`config.mk`:
```
export PLATFORM = sky130hd
export DESIGN_NAME = nibble_negate_ctrl_flat
export DESIGN_NICKNAME = d
export VERILOG_FILES = /design/src/rtl/nibble_negate_ctrl_if.sv /design/src/rtl/nibble_negate_ctrl.sv /design/src/flat_wrapper.sv
export SDC_FILE = /design/constraint.sdc
export NUM_CORES = 1
export LEC_CHECK = 0
export ABC_AREA = 1
export CAP_MARGIN = 5
export CORE_UTILIZATION = 50
export CTS_CLUSTER_SIZE = 28
export DETAILED_ROUTE_END_ITERATION = 8
export PLACE_DENSITY_LB_ADDON = 0.05
export REMOVE_ABC_BUFFERS = 1
export SKIP_LAST_GASP = 1
export SYNTH_ARGS = -nofsm -noshare
export SYNTH_HDL_FRONTEND = slang
export SYNTH_SLANG_ARGS = --single-unit
export TNS_END_PERCENT = 1
```
`constraint.sdc`:
```
create_clock -name clk -period 1.8 [get_ports clk]
set_input_delay 0.27 -clock clk [delete_from_list [all_inputs] [get_ports clk]]
set_output_delay 0.27 -clock clk [all_outputs]
set_load 0.01 [all_outputs]
```
`src/rtl/nibble_negate_ctrl_if.sv`:
```
// Producer/consumer handshake bundle for the nibble-serial negate/abs sequencer.
// slave = the sequencer's view, master = the producer/consumer side driving it.
interface nibble_negate_ctrl_if #(parameter int W = 16);
    logic         in_valid;
    logic         in_ready;
    logic [W-1:0] in_data;
    logic         in_mode;
    logic         out_valid;
    logic         out_ready;
    logic [W-1:0] out_data;
    logic         out_ovf;
    logic         busy;

    modport slave (
        input  in_valid, in_data, in_mode, out_ready,
        output in_ready, out_valid, out_data, out_ovf, busy
    );

    modport master (
        output in_valid, in_data, in_mode, out_ready,
        input  in_ready, out_valid, out_data, out_ovf, busy
    );
endinterface

```
`src/rtl/nibble_negate_ctrl.sv`:
```
// Two's complement / absolute value of a W-bit word through one 4-bit invert+increment slice, LSB nibble first.
// Result valid exactly NIBBLES cycles after accept; DONE holds out_data/out_ovf until out_ready, in_ready low meanwhile.
module nibble_negate_ctrl #(
    parameter int NIBBLES = 4
) (
    input  logic               clk,
    input  logic               rst,
    nibble_negate_ctrl_if.slave bus
);
    localparam int W  = 4 * NIBBLES;
    localparam int CW = (NIBBLES > 1) ? $clog2(NIBBLES) : 1;
    localparam logic [W-1:0] MOST_NEG = {1'b1, {(W-1){1'b0}}};

    typedef enum logic [1:0] {S_IDLE, S_RUN, S_DONE} state_t;

    state_t         state, state_nxt;
    logic [W-1:0]   op_q, res_q, res_nxt, out_data_q;
    logic [CW-1:0]  cnt_q;
    logic           en_q, carry_q, ovf_pend_q, out_ovf_q;
    logic [3:0]     nib, r;
    logic [4:0]     sum;
    logic           carry_nxt, last_nib, accept, out_take, en_in;

    assign accept   = bus.in_valid && (state == S_IDLE);
    assign out_take = bus.out_ready && (state == S_DONE);
    assign last_nib = (cnt_q == CW'(NIBBLES - 1));
    assign en_in    = ~bus.in_mode | bus.in_data[W-1];

    // State register
    always_ff @(posedge clk or posedge rst) begin
        if (rst) state <= S_IDLE;
        else     state <= state_nxt;
    end

    // Next-state logic
    always_comb begin
        state_nxt = state;
        case (state)
            S_IDLE: if (accept)   state_nxt = S_RUN;
            S_RUN:  if (last_nib) state_nxt = S_DONE;
            S_DONE: if (out_take) state_nxt = S_IDLE;
            default:              state_nxt = S_IDLE;
        endcase
    end

    // Output logic
    always_comb begin
        bus.in_ready  = (state == S_IDLE);
        bus.out_valid = (state == S_DONE);
        bus.busy      = (state != S_IDLE);
        bus.out_data  = out_data_q;
        bus.out_ovf   = out_ovf_q;
    end

    // One nibble slice; the operand shifts down and the result shifts in from the top.
    always_comb begin
        nib       = op_q[3:0];
        sum       = {1'b0, ~nib} + {4'b0000, carry_q};
        r         = en_q ? sum[3:0] : nib;
        carry_nxt = en_q & sum[4];
        res_nxt   = res_q >> 4;
        res_nxt[W-1 -: 4] = r;
    end

    always_ff @(posedge clk or posedge rst) begin
        if (rst) begin
            op_q       <= '0;
            res_q      <= '0;
            out_data_q <= '0;
            cnt_q      <= '0;
            en_q       <= 1'b0;
            carry_q    <= 1'b0;
            ovf_pend_q <= 1'b0;
            out_ovf_q  <= 1'b0;
        end else if (accept) begin
            op_q       <= bus.in_data;
            res_q      <= '0;
            cnt_q      <= '0;
            en_q       <= en_in;
            carry_q    <= en_in;
            ovf_pend_q <= en_in & (bus.in_data == MOST_NEG);
        end else if (state == S_RUN) begin
            op_q    <= op_q >> 4;
            res_q   <= res_nxt;
            carry_q <= carry_nxt;
            cnt_q   <= cnt_q + CW'(1);
            // Final carry-out is dropped: 0 negates to 0 without overflow.
            if (last_nib) begin
                out_data_q <= res_nxt;
                out_ovf_q  <= ovf_pend_q;
            end
        end
    end
endmodule

```
`src/flat_wrapper.sv`:
```
// flat-port wrapper written by rule: the top's interface ports become plain ports
module nibble_negate_ctrl_flat 
#(
    parameter int NIBBLES = 4
)
  (clk, rst, bus_in_valid, bus_in_data, bus_in_mode, bus_out_ready, bus_in_ready, bus_out_valid, bus_out_data, bus_out_ovf, bus_busy);
  nibble_negate_ctrl_if #(.W(16)) bus_i ();
  input  logic clk;
  input  logic rst;
  input wire logic [$bits(bus_i.in_valid)-1:0] bus_in_valid;
  input wire logic [$bits(bus_i.in_data)-1:0] bus_in_data;
  input wire logic [$bits(bus_i.in_mode)-1:0] bus_in_mode;
  input wire logic [$bits(bus_i.out_ready)-1:0] bus_out_ready;
  output wire logic [$bits(bus_i.in_ready)-1:0] bus_in_ready;
  output wire logic [$bits(bus_i.out_valid)-1:0] bus_out_valid;
  output wire logic [$bits(bus_i.out_data)-1:0] bus_out_data;
  output wire logic [$bits(bus_i.out_ovf)-1:0] bus_out_ovf;
  output wire logic [$bits(bus_i.busy)-1:0] bus_busy;
  assign bus_i.in_valid = bus_in_valid;
  assign bus_i.in_data = bus_in_data;
  assign bus_i.in_mode = bus_in_mode;
  assign bus_i.out_ready = bus_out_ready;
  assign bus_in_ready = bus_i.in_ready;
  assign bus_out_valid = bus_i.out_valid;
  assign bus_out_data = bus_i.out_data;
  assign bus_out_ovf = bus_i.out_ovf;
  assign bus_busy = bus_i.busy;
  nibble_negate_ctrl #(.NIBBLES(NIBBLES)) u_core (.clk(clk), .rst(rst), .bus(bus_i));
endmodule
```
==> Yosys cells after proc, flatten, opt, wreduce, memory -nomap -nowiden <==
Index checks and enable logic that the tools add are counted.
{ "op_classes": {"bitwise": 6, "addsub": 2, "eq_ne": 7, "n_mux": 13, "n_reduce_logical": 7} }
{ "ops": {"columns": ["operator", "count"], "rows": [
  ["16-bit 2-to-1 mux", 4],
  ["16-bit equality test, second input constant", 1],
  ["2-bit 2-to-1 mux", 5],
  ["2-bit by 1-bit != test with 1-bit output, second input constant", 3],
  ["2-bit case mux with 3 select lines", 1],
  ["3-bit AND reduction", 2],
  ["4-bit by 1-bit adder with 5-bit output", 1],
  ["2-bit equality test, second input constant", 2],
  ["4-bit 2-to-1 mux", 1],
  ["4-bit inverter", 1],
  ["2-bit nonzero test", 2],
  ["2-bit by 1-bit adder with 2-bit output, second input constant", 1],
  ["1-bit bitwise AND", 2],
  ["2-bit by 1-bit equality test with 1-bit output, second input constant", 1],
  ["1-bit logical AND", 2],
  ["2-bit logical NOT", 1],
  ["1-bit 2-to-1 mux", 2],
  ["1-bit inverter", 2],
  ["1-bit bitwise OR", 1]
]} }
{ "word_totals": {"register_bits": 56, "inputBits": 21, "elab_cells": 44} }

==> Longest topological paths before layout <==
Gate-level depths: netlist of the first run.
{ "logic_depth": {"depth_word": 5, "depth_mapped": 8, "ltp_nobuf": 8} }

==> Least setup slack after synthesis of the first run <==
Ideal clock, no wire load.
{ "synth_path": {"path_kind": "register to register", "start": "register u_core.carry_q", "end": "register u_core.res_q[14]", "arrival_time_ns": 1.116, "slack_ns": 0.557, "t_required_ns": 1.672, "stages_incl_launch_ff": 6, "setup_ns": 0.128, "cell_sequence": "dfrtp_1 ha_1 ha_1 nor2_1 xor2_1 o21ai_0"} }
{ "synth_via": {"elab_chain_len": 4} }
{ "synth_rtl": {"columns": ["element", "line_no", "rtl"], "rows": [
  ["start, declared", "nibble_negate_ctrl.sv:19", "logic en_q, carry_q, ovf_pend_q, out_ovf_q;"],
  ["start signal, assigned", "nibble_negate_ctrl.sv:80", "carry_q <= en_in;"],
  ["start signal, assigned", "nibble_negate_ctrl.sv:85", "carry_q <= carry_nxt;"],
  ["4-bit by 1-bit adder with 5-bit output", "nibble_negate_ctrl.sv:58", "sum = {1'b0, ~nib} + {4'b0000, carry_q};"],
  ["4-bit 2-to-1 mux", "nibble_negate_ctrl.sv:59", "r = en_q ? sum[3:0] : nib;"],
  ["16-bit 2-to-1 mux", "nibble_negate_ctrl.sv:82", "end else if (state == S_RUN) begin"],
  ["16-bit 2-to-1 mux", "nibble_negate_ctrl.sv:75", "end else if (accept) begin"],
  ["end signal, assigned", "nibble_negate_ctrl.sv:84", "res_q <= res_nxt;"],
  ["end, declared", "nibble_negate_ctrl.sv:17", "logic [W-1:0] op_q, res_q, res_nxt, out_data_q;"]
]} }
No other way between the ends. The select of a mux whose other input is x is not followed.
A chain may end at the register's enable or synchronous reset.

==> Worst setup path after layout of the first run <==
{ "layout_path": {"start": "register u_core.state[1]", "end": "output bus_out_valid"} }
{ "layout_via": {"elab_chain_len": 1} }
{ "layout_rtl": {"columns": ["element", "line_no", "rtl"], "rows": [
  ["start, declared", "nibble_negate_ctrl.sv:16", "state_t state, state_nxt;"],
  ["start signal, assigned", "nibble_negate_ctrl.sv:32", "else state <= state_nxt;"],
  ["2-bit equality test", "nibble_negate_ctrl.sv:49", "bus.out_valid = (state == S_DONE);"],
  ["end, declared", "flat_wrapper.sv:15", "output wire logic [$bits(bus_i.out_valid)-1:0] bus_out_valid;"]
]} }
No other way between the ends.

==> results of run 1 <==
area by class of cell:
cell class | instances | area [µm²]
multi-input combinational | 163 | 836
timing repair buffer | 44 | 444
clock buffer | 6 | 82.6
clock inverter | 2 | 15.0
tap | 52 | 65.1
inverter | 29 | 119
fill | 392 | 1550
sequential | 52 | 1300
sequential cells by signal (all words and copies together), names as in the netlist:
| name | flops |
|---|---|
| u_core.bus.out_data | 16 |
| u_core.bus.out_ovf | 1 |
| u_core.carry_q | 1 |
| u_core.cnt_q | 2 |
| u_core.en_q | 1 |
| u_core.op_q | 16 |
| u_core.ovf_pend_q | 1 |
| u_core.res_q | 12 |
| u_core.state | 2 |
cells by family (layout without fill, tap and decap cells):
kind of cell	after synthesis	in the layout
buffers and inverters	37	81
AOI/OAI and AO/OA	37	37
xor gates and xnor gates	1	1
DFF	52	52
and+or+nand+nor	122	122
adders and majority gates	3	3
routing by layer:
layer	up-vias	share of wire, %
met5	-	0
met4	0	1.1
met3	5	3.0
met1	782	51
met2	28	44
li1	877	-
metrics by stage:
step,setup WS [ns],utilization [%],setup TNS [ns],power [mW]
after global routing,0.0416,64.9,0,5.41
final,0.106,64.9,0,4.99
after floorplan,0.272,-,0,3.46
after CTS,-0.00605,64.8,-0.00605,5.06
after detailed placement,0.234,62.6,0,4.36
after global placement,0.274,62.6,0,4.31
worst max-delay path: cells and delay by family (launching register included):
kind,cells,cell delay [ns]
buffers and inverters,2,0.61
DFF,1,0.42
and+or+nand+nor,1,0.09
power breakdown:
group,leakage (nW),switching (mW),internal (mW)
sequential,0.668,0.268,1.69
combinational,0.676,1.37,0.976
clock,0.0434,0.374,0.312
how the worst max path moves through the flow:
stage                                from                     end  slack (ns)  depth (start not counted)
after global routing      u_core.state[1]           bus_out_valid        0.04                          3
after detailed placement     bus_in_valid          u_core.carry_q        0.23                          6
after floorplan                       rst  u_core.bus.out_data[0]        0.27                          1
after CTS                 u_core.state[0]            bus_in_ready      -0.006                          2
final                     u_core.state[1]           bus_out_valid        0.11                          3
after global placement    u_core.state[0]                bus_busy        0.27                          3
layout by cell type, fill, tap and decap left out:
master / Yosys / routed
nand2_1: 87 / 87
dlygate4sd2_1: 0 / 1
inv_1: 26 / 25
clkinvlp_4: 0 / 2
clkdlybuf4s50_1: 0 / 38
nand2_4: 3 / 3
o21ai_1: 2 / 2
buf_4: 1 / 3
o211ai_2: 1 / 1
dfrtp_2: 0 / 1
nand2_8: 1 / 1
nor2_4: 2 / 2
nand4_1: 1 / 1
o211ai_1: 3 / 3
dlymetal6s2s_1: 0 / 1
clkbuf_8: 0 / 6
xor2_1: 1 / 1
ha_1: 3 / 3
a21oi_1: 1 / 1
nor2_1: 16 / 16
buf_12: 0 / 1
inv_2: 1 / 2
dfrtp_1: 52 / 51
o22ai_1: 8 / 8
inv_6: 2 / 2
o21ai_2: 12 / 12
o31ai_1: 1 / 1
o21ai_0: 9 / 9
nand3b_1: 1 / 1
nand3_1: 11 / 11
what timing repair did:
| item | CTS | global route |
|---|---|---|
| setup endpoints to repair | 2 | 1 |
| hold endpoints to repair | 0 | 0 |
| resized for setup | 2 | 1 |
| setup buffers | 0 | 0 |
==> metrics, run 1 <==
status finished clean; post-route cell area approximately 2900 µm²; ANT cells 0; worst path required time between 1.5 and 2 ns; post-synthesis async set-or-reset flop share 100%; crit path time final between 1.5 and 2 ns; Post-Route Skew just under 0.005 ns; Residual DRC 0; CTS Hold Buffers Added 0; GRT Residual Overflow 0; final hold vios 0; busiest metal layer after global routing met1; area growth from synthesis to layout 22.4%; mux cell area share after synthesis 0%; WS Path Type flip-flop to output pin; GR Util All Layers 18.6%; Synth Instances ~250; FMAX about 600 MHz; PortBufs 40; first-pass GRT wire length a little over 7 mm; Top Ports slightly above 40; drt wl/cell 12.1 µm; Worst Hold Class input pin to async pin; DP Area about 2800 µm²; cell leakage power 1.39 nW; core area between 4000 and 5000 µm²; Critical Path Max Stage Delay 0.53 ns; register area share after synthesis between 50% and 60%; worst r2r src u_core.carry_q; Clock Path Buffers 2; Synth top cells by count 87 x nand2_1, 52 x dfrtp_1, 26 x inv_1; largest family of logic cells by synthesized area simple AND/OR/NAND/NOR gates; Adder-Cell Fraction of Synth Area roughly 1.6%; Max-cap violations 0; most instantiated library cell after synthesis nand2_1; Max Slew Vio Count 0; top_reg_cell synth dfrtp_1; R2R Path End u_core.res_q[14]; share of Yosys cell area claimed by the top area cell type a little under three fifths; crit path max-delay cell type clkdlybuf4s50_1; Initial Utilization a little over half; met3 usage ~4.5%; Power Dens Cells 1740 nW/µm²; grt met2 use a little over a quarter; Worst-path clk slew 0.09 ns; Final ANT Viol Nets 0; Critical Path AT between 1 and 1.5 ns; Avg Vias per Cell approximately 4.9; Synth Area in Simple Gates approximately 23%; DR pass1 iterations 4; Detailed Place HPWL between 2 and 3 mm; reg-to-reg slack, setup slightly above 0.4 ns; Final GP Congestion just under 0.8; Syn Std Cell Area 2340 µm²; Critical Path Sink Type output pin; vias in the first global route ~1600; Mapped Avg Cell Area 9.28 µm²; final WL around 4.2 mm; largest net degree at the start of global routing 53; placed insts 340; Startpoint Class flip-flop; die outline height between 70 and 80 µm; Final Non-Filler Cells ~350; Area contributors post-synth dfrtp_1 56%, nand2_1 14%, o21ai_2 4.5%; EDFF count, synth 0; clock sinks 52; fraction of layout cells with a size suffix above 1 12.2%; via count 1692; CP Cell Sequence inv_2 > nor2_1 > clkdlybuf4s50_1; row cnt 24; Synth Area in Compound Gates between 10% and 20%; yosys warns 0; Worst-Skew Late Latency roughly 0.3 ns; H-tree levels 2; area leader, netlist dfrtp_1; Reg2Reg Depth 5; worst-path fanout max 4; Worst Max-Slew Pin Slew ~0.39 ns; Peak VDD IR roughly 1.2 mV; synth unique cells 26; RSZ-0062 raised after global routing false; nets approximately 320; Fin Hold WS between 0.3 and 0.4 ns; initial DRC count between 60 and 70; final setup fails 0; Die ar. roughly 5000 µm²; Root Driver clkbuf_8; CTS tree built; XOR/XNOR share of the synthesized area less than 1%; Yosys reg bits 52; TritonCTS Buffers 5; Slew HR 73.5%; crit share post-route 94.1%; Die X 70.4 µm; GR Util met1 a little over a quarter; initial antenna violation count 0
(Power assumes the default switching activity.)
==> run 2, diff against run 1 <==
- CORE_ASPECT_RATIO: default -> 0.6
- SKIP_CTS_REPAIR_TIMING: default -> 1
==> metrics, run 2 (synthesis gave the netlist of run 1 again) <==
Die ar. 4970 µm² (+0.18%); Die X 90.3 µm (+28%); Avg Vias per Cell 4.92 (+1.3%); drt wl/cell 12.9 µm (+6.7%); via count 1743 (+3.0%); final WL 4.56 mm (+8.5%); clock sinks 52 (unchanged); Worst-Skew Late Latency 0.29 ns (about the same); Max Slew Vio Count 0 (unchanged); crit share post-route 96.3% (+2.2 points); cell leakage power 1.39 nW (about the same); initial antenna violation count 0 (unchanged); GR Util All Layers 20.5% (+1.9 points); Detailed Place HPWL 3.26 mm (+8.9%); DR pass1 iterations 4 (unchanged); GRT Residual Overflow 0 (unchanged); commonest non-fill, non-tap cell in the layout nand2_1; ANT cells 0 (unchanged); Slew HR 70.2% (-3.4 points); Critical Path Sink Type output pin; Power Dens Cells 1730 nW/µm² (-0.37%); commonest non-fill, non-tap cells in the layout 87 x nand2_1, 51 x dfrtp_1, 39 x clkdlybuf4s50_1; Post-Route Skew 0.00332 ns (-0.00160 ns); largest net degree at the start of global routing 53 (unchanged); nets 320 (+0.31%); row cnt 18 (-25%); Root Driver clkbuf_8; fillers 376 (-4.1%); final hold vios 0 (unchanged); Peak VDD IR 1.15 mV (-3.4%); Residual DRC 0 (unchanged); Critical Path Max Stage Delay 0.55 ns (+0.02 ns); Initial Utilization 54.4% (+1.4 points); worst-path fanout max 5 (+1); H-tree levels 2 (unchanged); core area 4300 µm² (-2.6%); Final Non-Filler Cells 354 (+1.7%); PortBufs 40 (unchanged); first-pass GRT wire length 7.65 mm (+5.5%); worst path required time 1.53 ns (about the same); Final GP Congestion 0.772 (-2.3%); final setup fails 0 (unchanged); Max-cap violations 0 (unchanged); Top Ports 41 (unchanged); die outline height 55.0 µm (-22%); Worst Hold Class input pin to async pin; Clock Path Buffers 2 (unchanged); area growth from synthesis to layout 22.5% (about the same); Fin Hold WS 0.349 ns (+0.0259 ns); initial DRC count 104 (+60%); fraction of layout cells with a size suffix above 1 11.6% (-0.60 points); Final ANT Viol Nets 0 (unchanged); CP Cell Sequence nor2_4 > clkdlybuf4s50_1; WS Path Type flip-flop to output pin; RSZ-0062 raised after global routing false; crit path max-delay cell type clkdlybuf4s50_1; Startpoint Class flip-flop; crit path time final 1.73 ns (+0.0388 ns); TritonCTS Buffers 5 (unchanged); Worst-path clk slew 0.08 ns (about the same); Critical Path AT 1.46 ns (+0.04 ns); Worst Max-Slew Pin Slew 0.442 ns (+0.0498 ns); status finished clean; FMAX 577 MHz (-2.2%); vias in the first global route 1565 (-0.70%); placed insts 348 (+2.4%); CTS tree built
run 2: changes by cell type in the layout (fill, tap and decap cells not counted):
| cell | previous run | this run |
|---|---|---|
| buf_12 | 1 | 2 |
| clkinvlp_4 | 2 | 0 |
| clkbuf_8 | 6 | 5 |
| dlygate4sd2_1 | 1 | 0 |
| clkdlybuf4s50_1 | 38 | 39 |
run 2: where the power goes:
part	total [mW]	switching, mW	internal [mW]
sequential	1.96	0.271	1.69
clock	0.586	0.334	0.252
combinational	2.43	1.41	1.02
total	4.97	2.01	2.96
run 2: area by class of cell:
| class | instances | area (µm²) | share of cell area, % |
|---|---|---|---|
| Sequential cell | 52 | 1300 | 45.4 |
| Multi-Input combinational cell | 163 | 836 | 29.2 |
| Timing Repair Buffer | 45 | 465 | 16.2 |
| Inverter | 29 | 119 | 4.15 |
| Tap cell | 60 | 75.1 | 2.62 |
| Clock buffer | 5 | 68.8 | 2.40 |
run 2: worst paths after layout:
check / endpoint / from / slack [ns] / cells past startpoint
min: u_core.res_q[5] / rst / 0.35 / 3
max: bus_in_ready / u_core.state[0] / 0.07 / 2
max reg2reg: u_core.carry_q / u_core.state[0] / 0.35 / 8
min in group clk: u_core.bus.out_data[11] / u_core.bus.out_data[11] / 0.48 / 2
max in group asynchronous: u_core.state[0] / rst / 1.21 / 3
min reg2reg: u_core.bus.out_data[11] / u_core.bus.out_data[11] / 0.48 / 2
run 2: through the flow:
step / power, mW / util, % / instance area [µm²] / TNS [ns] / worst slack, ns
2_1_floorplan: 3.46 / - / 2260 / 0 / 0.272
3_3_place_gp: 4.36 / 64.8 / 2790 / 0 / 0.247
3_5_place_dp: 4.40 / 64.8 / 2790 / 0 / 0.182
4_1_cts: 4.99 / 66.4 / 2860 / -0.0388 / -0.0388
5_1_grt: 5.41 / 66.6 / 2870 / 0 / 0.0255
6_report: 4.97 / 66.6 / 2870 / 0 / 0.0675
run 2: critical path, delay by kind of cell (launching register included):
kind          cells  cell delay, ns
simple gates      1            0.17
buf+inv           1            0.55
flops             1            0.46
run 2: routing by layer:
| metal | wire [µm] | part of all wire [%] | global-route usage, % |
|---|---|---|---|
| met1 | 2410 | 53 | 31.7 |
| met2 | 1960 | 43 | 28.9 |
| met3 | 173 | 3.8 | 4.10 |
| met4 | 19 | 0.42 | 5.65 |
| met5 | 0 | 0 | 0 |
==> run 3, diff against run 2 <==
- ABC_AREA: 1 -> default
==> metrics, run 3 <==
WS Path Type flip-flop to output pin; Yosys reg bits 52 (unchanged); Area contributors post-synth dfrtp_1 56%, nand2_1 9.4%, mux2_2 6.4%; synth unique cells 33 (+27%); largest family of logic cells by synthesized area simple AND/OR/NAND/NOR gates; Peak VDD IR 1.16 mV (+0.86%); crit share post-route 96.6% (+0.32 points); Final ANT Viol Nets 0 (unchanged); initial antenna violation count 0 (unchanged); GRT Residual Overflow 0 (unchanged); PortBufs 40 (unchanged); Synth Instances 214 (-15%); Max Slew Vio Count 0 (unchanged); placed insts 306 (-12%); initial DRC count 104 (unchanged); Detailed Place HPWL 3.42 mm (+5.1%); Critical Path Sink Type output pin; RSZ-0062 raised after global routing true; crit path time final 1.74 ns (+0.00579 ns); cell internal pwr 2.92 mW (-1.3%); Avg Vias per Cell 5.52 (+12%); XOR/XNOR share of the synthesized area 0.380% (+0.0057 points); Critical Path AT 1.47 ns (about the same); Clock Path Buffers 2 (unchanged); Mapped Avg Cell Area 10.8 µm² (+16%); mux cell area share after synthesis 7.22% (+7.2 points); Final Non-Filler Cells 314 (-11%); worst path required time 1.53 ns (about the same); reg-to-reg slack, setup 0.17 ns (-0.18 ns); clock sinks 52 (unchanged); Root Driver clkbuf_8; DR pass1 iterations 4 (unchanged); via count 1732 (-0.63%); FMAX 575 MHz (-0.33%); worst r2r src u_core.op_q[0]; Switching Share 38.1% (-2.4 points); Reg2Reg Depth 5 (-3); vias in the first global route 1605 (+2.6%); Worst-path clk slew 0.09 ns (about the same); fin worst setup slack 0.0617 ns (-0.00579 ns); CTS tree built; most instantiated library cell after synthesis nand2_1; R2R Path End u_core.bus.out_data[15]; Synth Area in Compound Gates 8.47% (-2.5 points); Startpoint Class flip-flop; final hold vios 0 (unchanged); GR Util All Layers 22.2% (+1.8 points); Initial Utilization 54.1% (-0.25 points); Residual DRC 0 (unchanged); post-route cell area 2820 µm² (-1.7%); Syn Std Cell Area 2300 µm² (-1.5%); cell leakage power 1.35 nW (-2.8%); area leader, netlist dfrtp_1; sw power 1.80 mW (-11%); Die ar. 4890 µm² (-1.4%); register area share after synthesis 56.5% (+0.85 points); worst slack at placement -0.000518 ns (-0.183 ns); H-tree levels 2 (unchanged); row cnt 18 (unchanged); yosys warns 0 (unchanged); Worst Hold Class input pin to async pin; final setup fails 0 (unchanged); nets 278 (-13%); EDFF count, synth 0 (unchanged); Comb power frac 44.4% (-4.4 points); Slew HR 38.0% (-32 points); Top Ports 41 (unchanged); Synth Area in Simple Gates 20.3% (-2.4 points); Fin Setup TNS 0 ns (unchanged); Max-cap violations 0 (unchanged); drt wl/cell 15.5 µm (+20%); TritonCTS Buffers 5 (unchanged); area growth from synthesis to layout 22.3%; DP Area 2730 µm² (-2.2%); fraction of layout cells with a size suffix above 1 14.6% (+3.0 points); status finished clean; die outline height 54.6 µm (-0.72%); Worst Max-Slew Pin Slew 0.929 ns (+0.486 ns); largest net degree at the start of global routing 53 (unchanged); Worst-Skew Late Latency 0.29 ns (about the same); final core occ 66.2% (-0.41 points); clock network fraction of total power 13.0% (+1.2 points); Die X 89.7 µm (-0.73%); Power Dens Cells 1670 nW/µm² (-3.6%); post-synthesis async set-or-reset flop share 100% (unchanged); Adder-Cell Fraction of Synth Area 1.63% (+0.024 points); top_reg_cell synth dfrtp_1; final WL 4.86 mm (+6.5%); ANT cells 0 (unchanged); first-pass GRT wire length 7.84 mm (+2.5%); share of Yosys cell area claimed by the top area cell type 56.5% (+0.85 points); Final GP Congestion 0.757 (-1.9%); core area 4260 µm² (-1.0%); Synth top cells by count 58 x nand2_1, 52 x dfrtp_1, 17 x nand3_1; worst-path fanout max 7 (+2); commonest non-fill, non-tap cells in the layout 58 x nand2_1, 50 x dfrtp_1, 39 x clkdlybuf4s50_1; commonest non-fill, non-tap cell in the layout nand2_1; Post-Route Skew 0.00647 ns (+0.00315 ns); Reg power frac 42.6% (+3.2 points)
run 3: logic make-up after synthesis:
family / count (synthesis)
adder cells (fa/ha/maj): 3
AO/OA/AOI/OAI: 29
buffers and inverters: 19
XOR/XNOR: 1
flip-flops: 52
AND/OR/NAND/NOR: 95
multiplexers: 15
run 3: power groups by stage:
stage,clock (mW),combinational [mW],sequential [mW]
2_1_floorplan,0,1.17,2.01
3_3_place_gp,0,2.00,1.98
3_5_place_dp,0,2.08,2.02
4_1_cts,0.637,2.09,2.00
5_1_grt,0.689,2.33,2.07
6_report,0.614,2.09,2.01
run 3: how the worst max path moves through the flow:
| stage | from | cells past startpoint | slack [ns] | end |
|---|---|---|---|---|
| 2_1_floorplan | u_core.state[0] | 3 | 0.11 | u_core.op_q[0] |
| 3_3_place_gp | bus_in_valid | 4 | 0.04 | u_core.op_q[1] |
| 3_5_place_dp | bus_in_valid | 4 | -0.0005 | u_core.op_q[2] |
| 4_1_cts | u_core.state[0] | 3 | -0.03 | bus_out_valid |
| 5_1_grt | u_core.state[1] | 2 | -0.01 | bus_in_ready |
| 6_report | u_core.state[0] | 2 | 0.06 | bus_in_ready |
run 3: metal layers:
metal	routed length (µm)	vias to the layer above	track usage (%)
li1	-	805	-
met1	2260	856	31.1
met2	2260	65	34.8
met3	290	6	5.28
met4	43	0	6.61
met5	0	-	0
run 3: final cells by class:
type,count,area (µm²)
clock buffer,5,68.8
fill,332,1440
clock inverter,2,12.5
timing repair buffer,46,460
tap,60,75.1
inverter,6,22.5
multi-input combinational,143,876
sequential,52,1300
run 3: per-stage QoR:
step | power [mW] | hold WS (ns)
3_3_place_gp | 3.98 | 0.460
3_5_place_dp | 4.10 | 0.464
4_1_cts | 4.72 | 0.353
6_report | 4.71 | 0.342
2_1_floorplan | 3.17 | 0.375
5_1_grt | 5.08 | 0.361
run 3: critical path, stage by stage, from the launching register on:
cell,delay (ns)
dfrtp_2,0.47
nor2_1,0.16
clkdlybuf4s50_1,0.56
